**src/rtl/ysyx_22050058_pipe_stage.sv**
```systemverilog
// ysyx_22050058_pipe_stage
//   Inter-stage pipeline register with a valid/ready handshake. With SKID=1 a second (skid)
//   entry lets in_ready depend only on registered state plus rst/flush. An empty stage drives
//   NOP_VALUE so downstream sees a bubble. Saturating stall/bubble/flush counters are included.
// Ports
//   clk, rst                  clock, synchronous active-high reset
//   in_valid/in_ready/in_data upstream handshake and payload
//   out_valid/out_ready/out_data downstream handshake and payload (NOP_VALUE when not valid)
//   flush                     drop every held entry
//   occupancy                 number of valid entries held (0..2)
//   cnt_clr                   synchronous clear of all counters
//   stall_cnt/bubble_cnt/flush_cnt  saturating performance counters
module ysyx_22050058_pipe_stage #(
  parameter int unsigned     DW        = 64,
  parameter int unsigned     SKID      = 1,
  parameter logic [DW-1:0]   NOP_VALUE = '0,
  parameter int unsigned     CNT_W     = 32
) (
  input  logic             clk,
  input  logic             rst,
  input  logic             in_valid,
  output logic             in_ready,
  input  logic [DW-1:0]    in_data,
  output logic             out_valid,
  input  logic             out_ready,
  output logic [DW-1:0]    out_data,
  input  logic             flush,
  output logic [1:0]       occupancy,
  input  logic             cnt_clr,
  output logic [CNT_W-1:0] stall_cnt,
  output logic [CNT_W-1:0] bubble_cnt,
  output logic [CNT_W-1:0] flush_cnt
);

  logic          main_valid_q;
  logic [DW-1:0] main_q;
  logic          skid_valid;
  logic [DW-1:0] skid_data;
  logic          push;
  logic          pop;

  // out_valid is gated by flush/rst so a flush cycle never transfers or counts as a stall.
  assign out_valid = main_valid_q & ~flush & ~rst;
  assign out_data  = out_valid ? main_q : NOP_VALUE;
  assign pop       = out_valid & out_ready;
  assign push      = in_valid & in_ready;
  assign occupancy = rst ? 2'd0 : {main_valid_q & skid_valid, main_valid_q ^ skid_valid};

  if (SKID != 0) begin : g_skid
    logic          skid_valid_q;
    logic [DW-1:0] skid_q;

    assign in_ready   = ~rst & ~flush & ~skid_valid_q;
    assign skid_valid = skid_valid_q;
    assign skid_data  = skid_q;

    always_ff @(posedge clk) begin
      if (rst || flush) begin
        skid_valid_q <= 1'b0;
      end else if (pop) begin
        skid_valid_q <= 1'b0;
      end else if (push && main_valid_q) begin
        // Main is holding and not popping: park the new payload in the skid entry.
        skid_valid_q <= 1'b1;
        skid_q       <= in_data;
      end
    end
  end else begin : g_no_skid
    assign in_ready   = ~rst & ~flush & (~main_valid_q | out_ready);
    assign skid_valid = 1'b0;
    assign skid_data  = NOP_VALUE;
  end

  always_ff @(posedge clk) begin
    if (rst || flush) begin
      main_valid_q <= 1'b0;
    end else if (pop) begin
      if (skid_valid) begin
        // in_ready was low, so no push can collide with the skid refill.
        main_q <= skid_data;
      end else begin
        main_valid_q <= push;
        if (push) main_q <= in_data;
      end
    end else if (push && !main_valid_q) begin
      main_valid_q <= 1'b1;
      main_q       <= in_data;
    end
  end

  // Performance counters
  logic [CNT_W-1:0] stall_q, stall_d;
  logic [CNT_W-1:0] bubble_q, bubble_d;
  logic [CNT_W-1:0] flush_q, flush_d;
  logic             stall_inc, bubble_inc, flush_inc;

  assign stall_inc  = out_valid & ~out_ready;
  assign bubble_inc = ~out_valid & out_ready & ~rst;
  assign flush_inc  = flush & ~rst & (main_valid_q | skid_valid);

  always_comb begin
    stall_d  = stall_q;
    bubble_d = bubble_q;
    flush_d  = flush_q;
    if (cnt_clr) begin
      stall_d  = '0;
      bubble_d = '0;
      flush_d  = '0;
    end else begin
      if (stall_inc && !(&stall_q))   stall_d  = stall_q + 1'b1;
      if (bubble_inc && !(&bubble_q)) bubble_d = bubble_q + 1'b1;
      if (flush_inc && !(&flush_q))   flush_d  = flush_q + 1'b1;
    end
  end

  always_ff @(posedge clk) begin
    if (rst) begin
      stall_q  <= '0;
      bubble_q <= '0;
      flush_q  <= '0;
    end else begin
      stall_q  <= stall_d;
      bubble_q <= bubble_d;
      flush_q  <= flush_d;
    end
  end

  // Counters read as zero for the whole reset window, including its first cycle.
  assign stall_cnt  = rst ? '0 : stall_q;
  assign bubble_cnt = rst ? '0 : bubble_q;
  assign flush_cnt  = rst ? '0 : flush_q;

endmodule
```
**config.mk**
```make
export PLATFORM = sky130hd
export DESIGN_NAME = ysyx_22050058_pipe_stage
export DESIGN_NICKNAME = d
export VERILOG_FILES = /design/src/rtl/ysyx_22050058_pipe_stage.sv
export SDC_FILE = /design/constraint.sdc
export NUM_CORES = 1
export LEC_CHECK = 0
export BUFFER_PORTS_ARGS = -buffer_cell sky130_fd_sc_hd__buf_2
export CAP_MARGIN = 20
export CORE_ASPECT_RATIO = 0.5
export CORE_MARGIN = 3
export CORE_UTILIZATION = 55
export CTS_BUF_LIST = sky130_fd_sc_hd__clkbuf_2 sky130_fd_sc_hd__clkbuf_4 sky130_fd_sc_hd__clkbuf_8
export CTS_CLUSTER_DIAMETER = 80
export DETAILED_ROUTE_END_ITERATION = 10
export GPL_TIMING_DRIVEN = 0
export PLACE_DENSITY = 0.78
export SLEW_MARGIN = 20
export SYNTH_ARGS = -nofsm -noshare
export SYNTH_HDL_FRONTEND = slang
export SYNTH_SLANG_ARGS = --single-unit
```
**constraint.sdc**
```tcl
create_clock -name clk -period 26.6 [get_ports clk]
set_clock_uncertainty 0.1 [all_clocks]
set_input_delay 1.33 -clock clk [delete_from_list [all_inputs] [get_ports clk]]
set_output_delay 1.33 -clock clk [all_outputs]
set_load 0.005 [all_outputs]
```
==> impl_metrics.json, run 1 <==
{
  "outcome": "completed",
  "regToRegStartpoint": "main_valid_q",
  "number_of_antenna_violations_at_the_first_check_in_global_routing": 1,
  "syn_area_mm2": 0.0106,
  "timing.max_slew.rel_slack": 0.459,
  "pin_count_of_the_biggest_net_entering_global_routing": 25,
  "cp-end-kind": "primary output",
  "fin_tns_setup_ns": 0,
  "path_common_cell": "clkbuf_1",
  "design_power_total_w": 0.000676,
  "die-width_um": 203,
  "via_count": 8973,
  "worst_hold_path.endpoint": "flush_q[1]",
  "antenna_cells": 0,
  "clk_pin_slew_ns": 0.07,
  "die-area_mm2": 0.0211,
  "final_net_count": 1354,
  "pin_count": 234,
  "flow.area_growth_from_synthesis_pct": 21.3,
  "worst_hold_startpoint": "flush_q[1]",
  "wl_per_cell_um": 17.9,
  "max-vdd-ir-drop_mv": 0.0442,
  "crit_path_cell_trace": "buf_6 -> clkbuf_1 -> clkbuf_1 -> nor2b_1 -> buf_2",
  "detail-route-antenna-nets": 0,
  "min_delay_path_depth": 2,
  "row_count": 35,
  "timing.final.crit_period_ns": 4.48,
  "final_slew_viol_count": 0,
  "synth_enable_flop_cells": 128,
  "avgViaCountPerCell": 5.74,
  "post_synth_fa_ha_maj_area_fraction": 0.00588,
  "cpPeakStageDelay_ns": 0.66,
  "synth_seq_cells": 226,
  "dominantRegCellSynth": "edfxtp_1",
  "setup_failing_eps_final": 0,
  "multi_input_area_mm2": 0.00460,
  "ys_warn_count": 0,
  "global_route_total_overflow": 0,
  "core_area_mm2": 0.0187,
  "cts_htree_levels": 1,
  "worst-setup-path-type": "input pin to primary output",
  "grt_first_pass_wirelength_um": 44700,
  "startpoint": "rst",
  "synthCells": 1000,
  "worstHoldPathType": "register to register",
  "synth_cell_types": 46,
  "cts.root.buffer_cell": "clkbuf_8",
  "cts_setup_buffers": 0,
  "postRouteWirelength_um": 28000,
  "net_count_after_synthesis": 1075,
  "drive_gt1_frac": 0.288,
  "hold_viol": 0,
  "io_buffer_count": 232,
  "total_leakage_power_nw": 4.77,
  "fin_crit_sh": 0.168,
  "critPathArrivalTime_ns": 3.05,
  "fillCellCount": 1508,
  "clk_latency_ns": 0.59,
  "rr_worst_depth": 6,
  "grt_pass1_vias": 8636,
  "clock_sink_count": 226,
  "worstReg2RegEnd": "main_q[57]",
  "max_cap_viols": 0,
  "cts-buffers-inserted": 31,
  "regToRegSetupSlack_ns": 23.54,
  "crit_fanout": 10,
  "cp.required_ns": 25.17,
  "combinational_family_with_the_most_area_after_synthesis": "simple AND/OR/NAND/NOR gates",
  "critPathLaunchType": "input pin",
  "grt_setup_unrepaired": "false",
  "hold_buffers": 0,
  "drcViolationCount": 0,
  "place.detailed.hpwl_um": 20200,
  "initial_core_util": 0.570,
  "worstPathBufferInverterCount": 4,
  "critical_path.slowest_cell": "clkbuf_1",
  "clock_path_buffers": 3,
  "synth_xor_xnor_area_share": 0.00906,
  "cts_tree": "done",
  "gp_congestion": 0.913,
  "power_density_mw_per_mm2": 52.4,
  "non_filler_cell_area_final_mm2": 0.0129,
  "detail_route.iter0.violations": 710,
  "post_synth.cell_area_avg_um2": 10.6,
  "synth-simple-area-share": 0.255,
  "maxClockFrequency_mhz": 223,
  "ff_latch_area_mm2": 0.00581,
  "detailed_place.area_mm2": 0.0123,
  "worst_hold_slack_ns": 0.396,
  "drt_first_pass_iters": 5,
  "grt_usage": 0.258,
  "async_flop_share": 0,
  "synth.mux.area_fraction": 0.0772,
  "worstMarginPinSlew_ns": 0.805,
  "synth_seq_area_share": 0.546,
  "crit_path_max_delay_family": "buffers and inverters",
  "cts_resized": 0,
  "synth_compound_area_frac": 0.0840,
  "floorplan.die.height_um": 104
}
-- cells in the mapped netlist, types with 10 or more instances --
library cell	n	share of area
o31ai_1	25	0.018
nor4_1	15	0.0088
and2_1	72	0.042
dfxtp_1	98	0.18
nor2b_1	93	0.055
o21ai_0	41	0.019
or3_1	52	0.031
or4_1	33	0.023
nand4_1	32	0.019
edfxtp_1	128	0.36
a21oi_1	64	0.030
inv_1	12	0.0042
and4_1	10	0.0082
nor2_1	37	0.013
nand3_1	33	0.016
mux2i_1	10	0.0094
clkbuf_1	47	0.017
nand2_1	68	0.024
mux2_2	64	0.068
-- cells in the final DEF (no fill, tap or decap), types with 2 or more instances in the layout --
cell       count
and2_1        72
nor2b_1       93
a21oi_1       64
or3_1         52
buf_2        242
xor2_1         6
o2111ai_1      2
a21o_1         2
buf_4          4
o31ai_1       25
edfxtp_1     128
ha_1           5
nand3_1       33
clkbuf_1      47
mux2i_1       10
or4_1         33
nor2_1        36
and3_1         8
inv_1         12
nor4_1        14
nor3_1         8
xnor2_1        5
clkinv_2       3
a31o_2         2
dfxtp_1       98
nand2_1       68
and4_1        10
clkbuf_4      11
clkinv_1       5
mux2_2        64
clkbuf_8      37
o21ai_0       41
o211ai_1       7
nand4_1       32
or2_2          2
-- flip-flops by register name, summed over array words and instances (netlist names) --
register and cells:
bubble_q 32, flush_q 32, g_skid.skid_q 64, g_skid.skid_valid_q 1
main_q 64, main_valid_q 1, stall_q 32
-- metal layers --
layer | GRT usage | wire length (um)
met2 | 0.435 | 13200
met3 | 0.0485 | 2100
met1 | 0.353 | 12100
met5 | 0 | 18
met4 | 0.0543 | 558
-- worst max path at each step --
| stage | endpoint | slack [ns] | depth (start not counted) |
|---|---|---|---|
| finish | flush_cnt[30] | 22.12 | 5 |
| global route | out_data[53] | 21.89 | 6 |
| CTS | out_data[44] | 22.13 | 6 |
| detailed placement | out_data[47] | 22.14 | 6 |
| global placement | main_q[15] | 8.66 | 3 |
| floorplan | main_q[0] | 14.02 | 3 |
-- power by group --
part           switching [W]  internal [W]
Sequential       0.000000953      0.000373
Combinational      0.0000166     0.0000112
Clock               0.000133      0.000142
Total               0.000150      0.000526
-- kinds of logic after synthesis --
family / after synthesis
mux: 74
compound gates: 152
fa+ha+maj: 5
simple gates: 469
xor+xnor: 11
flops: 226
buf+inv: 63
-- tightest hold or removal path, cell delays in order, from the launching register on --
cell	delay, ns
dfxtp_1	0.33
nand2_1	0.06
mux2i_1	0.05
-- layout make-up --
| type | instances | share of cell area |
|---|---|---|
| plain buffers | 51 | 0.0156 |
| clock buffers | 48 | 0.0459 |
| clock inverters | 9 | 0.00349 |
| inverters | 12 | 0.00349 |
| multi-input cells | 711 | 0.357 |
| flip-flops and latches | 226 | 0.450 |
| well taps | 259 | 0.0251 |
| repair buffers | 246 | 0.0992 |
-- metrics by stage --
stage	instances	util	setup slack (ns)
2_1_floorplan	1000	-	14.02
3_3_place_gp	1491	0.649	8.66
3_5_place_dp	1505	0.657	22.14
4_1_cts	1562	0.691	22.13
5_1_grt	1562	0.691	21.89
6_report	1562	0.691	22.12
(Power assumes the default switching activity.)
==> run 2, diff against run 1 <==
==> constraint.sdc (replaced) <==
create_clock -name clk -period 4.6 [get_ports clk]
set_clock_uncertainty 0.1 [all_clocks]
set_input_delay 0.23 -clock clk [delete_from_list [all_inputs] [get_ports clk]]
set_output_delay 0.23 -clock clk [all_outputs]
set_load 0.005 [all_outputs]
==> impl_metrics.json, run 2 (same netlist as run 1, synthesis figures left out) <==
{
  "outcome": "completed",
  "cts_tree": "done",
  "cp-end-kind": "primary output",
  "floorplan.die.height_um": 104,
  "global_route_total_overflow": 0,
  "die-area_mm2": 0.0211,
  "grt_pass1_vias": 9020,
  "multi_input_area_mm2": 0.00461,
  "cts_setup_buffers": 0,
  "layout.cells.most_common_list": "buf_2 (234), edfxtp_1 (128), dfxtp_1 (98)",
  "non_filler_cell_area_final_mm2": 0.0136,
  "clock_sink_count": 226,
  "ff_latch_area_mm2": 0.00581,
  "clk_pin_slew_ns": 0.06,
  "postRouteWirelength_um": 29300,
  "worstHoldPathType": "input pin to register",
  "pin_count": 234,
  "initial_core_util": 0.570,
  "total_leakage_power_nw": 5.04,
  "pin_count_of_the_biggest_net_entering_global_routing": 25,
  "crit_fanout": 10,
  "final_net_count": 1420,
  "cts_htree_levels": 2,
  "max_cap_viols": 0,
  "biggest_regs": "g_skid.skid_q (64), main_q (64)",
  "regToRegSetupSlack_ns": 1.54,
  "clock_path_buffers": 3,
  "antenna_cells": 0,
  "startpoint": "main_valid_q",
  "timing.final.crit_period_ns": 3.07,
  "place.detailed.hpwl_um": 19700,
  "wl_per_cell_um": 18.0,
  "timing.max_slew.rel_slack": 0.432,
  "clk_latency_ns": 0.52,
  "critPathLaunchType": "register",
  "hold_viol": 0,
  "maxClockFrequency_mhz": 326,
  "finish.utilization": 0.729,
  "via_count": 9307,
  "cp.required_ns": 4.27,
  "drcViolationCount": 0,
  "pre_cts_ws_ns": 1.52,
  "critPathArrivalTime_ns": 2.74,
  "grt_usage": 0.270,
  "final_common_cell": "buf_2",
  "flow.area_growth_from_synthesis_pct": 28.0,
  "avgViaCountPerCell": 5.72,
  "final_slew_viol_count": 0,
  "grt_setup_unrepaired": "false",
  "worst_hold_slack_ns": 0.0504,
  "regToRegStartpoint": "main_valid_q",
  "cts.root.buffer_cell": "clkbuf_8",
  "worstMarginPinSlew_ns": 0.852,
  "detail_route.iter0.violations": 674,
  "fillCellCount": 1362,
  "number_of_antenna_violations_at_the_first_check_in_global_routing": 0,
  "drive_gt1_frac": 0.274,
  "fin_crit_sh": 0.667,
  "drt_first_pass_iters": 5,
  "post-route-worst-setup-slack_ns": 1.53,
  "io_buffer_count": 232,
  "detail-route-antenna-nets": 0,
  "detailed_place.area_mm2": 0.0123,
  "rr_worst_depth": 6,
  "row_count": 35,
  "power_density_mw_per_mm2": 296,
  "max-vdd-ir-drop_mv": 0.161,
  "grt_first_pass_wirelength_um": 46500,
  "cts-buffers-inserted": 34,
  "crit_path_end": "out_data[41]",
  "worstReg2RegEnd": "main_q[59]",
  "core_area_mm2": 0.0187,
  "worst-setup-path-type": "register to primary output",
  "gp_congestion": 0.913,
  "setup_failing_eps_final": 0,
  "die-width_um": 203
}
run 2: cell count changes in the layout (fill, tap and decap cells not counted), sizes merged:
cell	before	now
clkinvlp	0	2
clkbuf	95	98
clkinv	8	5
dlygate4sd3	0	68
buf	250	245
run 2: routing by layer:
layer	wire, um	GRT usage	vias up
li1	-	-	4403
met1	12300	0.345	4504
met2	14200	0.463	345
met3	2080	0.0581	55
met4	728	0.0835	0
met5	0	0	-
run 2: power by group:
group / internal, W / total (W) / switching (W)
logic: 0.000103 / 0.000212 / 0.000109
registers: 0.00216 / 0.00216 / 0.00000593
clock network: 0.000868 / 0.00166 / 0.000791
total: 0.00313 / 0.00403 / 0.000905
run 2: area by class of cell:
class | count | area share
multi-input combinational | 711 | 0.339
timing repair buffer | 309 | 0.143
inverter | 12 | 0.00331
tap | 259 | 0.0238
sequential | 226 | 0.427
buffer | 51 | 0.0148
clock buffer | 51 | 0.0456
clock inverter | 8 | 0.00368
run 2: how the worst min path moves through the flow:
stage / slack (ns) / depth (start not counted) / startpoint / to
CTS: 0.03 / 3 / in_valid / main_valid_q
finish: 0.05 / 3 / in_valid / main_valid_q
global placement: 0.32 / 1 / in_data[46] / g_skid.skid_q[46]
detailed placement: 0.32 / 1 / in_data[49] / g_skid.skid_q[49]
floorplan: 0.21 / 1 / flush / main_valid_q
global route: 0.07 / 3 / in_valid / main_valid_q
run 2: repair_timing:
action,4_1_cts,5_1_grt
hold buffers,68,0
gates resized for setup,0,0
endpoints found under the hold margin,131,0
setup endpoints to repair,0,0
run 2: stage by stage:
step / instances / setup TNS, ns / total power [W]
3_3_place_gp: 1491 / -77.12 / 0.00235
5_1_grt: 1627 / 0 / 0.00416
2_1_floorplan: 1000 / 0 / 0.00228
3_5_place_dp: 1500 / 0 / 0.00236
4_1_cts: 1627 / 0 / 0.00405
6_report: 1627 / 0 / 0.00403
run 2: worst max-delay path, stage by stage, from the launching register on:
cell      delay (ns)
dfxtp_1         0.44
inv_1           0.12
nor3_1          0.46
clkbuf_1        0.49
clkbuf_1        0.37
and2_1          0.21
buf_2           0.12
==> run 3, diff against run 2 <==
--- a/config.mk
+++ b/config.mk
@@ -9,12 +9,12 @@
 export CAP_MARGIN = 20
 export CORE_ASPECT_RATIO = 0.5
 export CORE_MARGIN = 3
-export CORE_UTILIZATION = 55
+export CORE_UTILIZATION = 51
 export CTS_BUF_LIST = sky130_fd_sc_hd__clkbuf_2 sky130_fd_sc_hd__clkbuf_4 sky130_fd_sc_hd__clkbuf_8
 export CTS_CLUSTER_DIAMETER = 80
 export DETAILED_ROUTE_END_ITERATION = 10
 export GPL_TIMING_DRIVEN = 0
-export PLACE_DENSITY = 0.78
+export PLACE_DENSITY = 0.76
 export SLEW_MARGIN = 20
 export SYNTH_ARGS = -nofsm -noshare
 export SYNTH_HDL_FRONTEND = slang
==> constraint.sdc (replaced) <==
create_clock -name clk -period 2.55 [get_ports clk]
set_clock_uncertainty 0.1 [all_clocks]
set_input_delay 0.1275 -clock clk [delete_from_list [all_inputs] [get_ports clk]]
set_output_delay 0.1275 -clock clk [all_outputs]
set_load 0.005 [all_outputs]
==> impl_metrics.json, run 3 (same netlist as run 1, synthesis figures left out) <==
{
  "max_cap_viols": 0,
  "cts_htree_levels": 2,
  "switching_share": 0.224,
  "final_net_count": 1428,
  "wl_per_cell_um": 18.5,
  "clock_path_buffers": 3,
  "max-vdd-ir-drop_mv": 0.314,
  "drt_first_pass_iters": 5,
  "non_filler_cell_area_final_mm2": 0.0139,
  "crit_fanout": 9,
  "number_of_antenna_violations_at_the_first_check_in_global_routing": 0,
  "layout.cells.most_common_list": "buf_2 (231), edfxtp_1 (128), dfxtp_1 (95)",
  "grt_first_pass_wirelength_um": 47700,
  "hold_viol": 0,
  "critPathArrivalTime_ns": 2.90,
  "power_frac_clock": 0.422,
  "final_slew_viol_count": 0,
  "detail-route-antenna-nets": 0,
  "fin_tns_setup_ns": 0,
  "cp.required_ns": 2.90,
  "critPathLaunchType": "input pin",
  "cts-buffers-inserted": 34,
  "grt_setup_unrepaired": "true",
  "clk_pin_slew_ns": 0.07,
  "final_common_cell": "buf_2",
  "io_buffer_count": 232,
  "timing.max_slew.rel_slack": 0.451,
  "timing.final.crit_period_ns": 2.55,
  "floorplan.die.height_um": 108,
  "global_route_total_overflow": 0,
  "antenna_cells": 0,
  "regToRegStartpoint": "main_valid_q",
  "die-width_um": 210,
  "detailed_place.area_mm2": 0.0123,
  "die-area_mm2": 0.0227,
  "total_leakage_power_nw": 5.24,
  "cts.root.buffer_cell": "clkbuf_8",
  "postRouteWirelength_um": 30400,
  "stdcell_count": 1645,
  "crit_path_end": "stall_q[30]",
  "placed_cells_incl_taps": 1507,
  "outcome": "completed",
  "place.detailed.hpwl_um": 20200,
  "core_area_mm2": 0.0200,
  "drcViolationCount": 0,
  "grt_usage": 0.260,
  "pin_count_of_the_biggest_net_entering_global_routing": 23,
  "power_density_mw_per_mm2": 533,
  "worstReg2RegEnd": "stall_q[30]",
  "flow.area_growth_from_synthesis_pct": 31.0,
  "via_count": 9360,
  "initial_core_util": 0.533,
  "worstHoldPathType": "input pin to register",
  "gp_congestion": 0.869,
  "detail_route.iter0.violations": 660,
  "power.share.combinational": 0.053,
  "grt_pass1_vias": 9172,
  "row_count": 36,
  "startpoint": "flush",
  "share_seq_of_total_power": 0.525,
  "regToRegSetupSlack_ns": 0.01,
  "avgViaCountPerCell": 5.69,
  "clock_sink_count": 226,
  "clk_latency_ns": 0.52,
  "rr_worst_depth": 5,
  "biggest_regs": "g_skid.skid_q (64), main_q (64)",
  "worst-setup-path-type": "input pin to register",
  "cp-end-kind": "register",
  "fin_crit_sh": 0.998,
  "cts_tree": "done",
  "drive_gt1_frac": 0.307,
  "pin_count": 234,
  "cellInternalPower_w": 0.00575,
  "setup_failing_eps_final": 0,
  "maxClockFrequency_mhz": 393,
  "power.switching_w": 0.00166,
  "worstMarginPinSlew_ns": 0.823
}
[run 3: cell count changes in the layout (fill, tap and decap cells not counted), moves of 4 or more]
cell | before | now
buf_4 | 5 | 14
clkbuf_1 | 47 | 30
clkbuf_2 | 0 | 14
nor3_1 | 8 | 4
or4_1 | 33 | 28
or4_4 | 0 | 5
[run 3: layout make-up]
class / count / area [um^2]
multi-input cells: 711 / 4750
clock buffers: 51 / 621
fillers: 1494 / 6030
inverters: 12 / 45.0
clock inverters: 11 / 82.6
flip-flops and latches: 226 / 5810
well taps: 266 / 333
plain buffers: 49 / 224
repair buffers: 319 / 2060
[run 3: worst min path at each step]
| stage | from | endpoint | slack (ns) | cells after the start |
|---|---|---|---|---|
| after global placement | in_data[18] | g_skid.skid_q[18] | 0.22 | 1 |
| after detailed placement | in_data[38] | g_skid.skid_q[38] | 0.22 | 1 |
| after CTS | cnt_clr | bubble_q[28] | 0.13 | 4 |
| final | cnt_clr | bubble_q[28] | 0.16 | 4 |
| after global routing | cnt_clr | bubble_q[28] | 0.18 | 4 |
| after floorplan | flush | main_valid_q | 0.11 | 1 |
[run 3: power by group through the flow]
stage	Sequential, W	Clock [W]	Combinational (W)
after floorplan	0.00398	0	0.000143
after global placement	0.00398	0	0.000265
after detailed placement	0.00398	0	0.000287
after CTS	0.00390	0.00319	0.000382
after global routing	0.00390	0.00337	0.000422
final	0.00390	0.00313	0.000391
[run 3: worst max-delay path: stages]
cell and delay, ns:
dlygate4sd3_1 0.53, buf_2 0.19, or4b_4 0.55, or3_4 0.43
or3_4 0.42, or4_4 0.49, a21oi_2 0.15
[run 3: through the flow]
step | util | worst slack [ns] | power (W) | hold slack (ns)
2_1_floorplan | - | -0.757 | 0.00412 | 0.106
3_3_place_gp | 0.609 | -1.97 | 0.00424 | 0.218
3_5_place_dp | 0.616 | -0.544 | 0.00426 | 0.221
4_1_cts | 0.693 | 0.000555 | 0.00747 | 0.128
5_1_grt | 0.698 | -0.0560 | 0.00769 | 0.180
6_report | 0.698 | 0.00429 | 0.00742 | 0.161
[run 3: metal layers]
layer,wire length [um],up-vias,track usage
li1,-,4428,-
met1,13000,4511,0.341
met2,14600,355,0.453
met3,2070,66,0.0490
met4,744,0,0.0644
met5,0,-,0
[run 3: repair_timing]
item                                   CTS  global route
setup endpoints to repair              174            53
endpoints found under the hold margin  142             0
resized for setup                       31            20
buffers inserted                         6             3
pin swaps                                2             9
cloned                                   0             0
hold buffers                            70             0
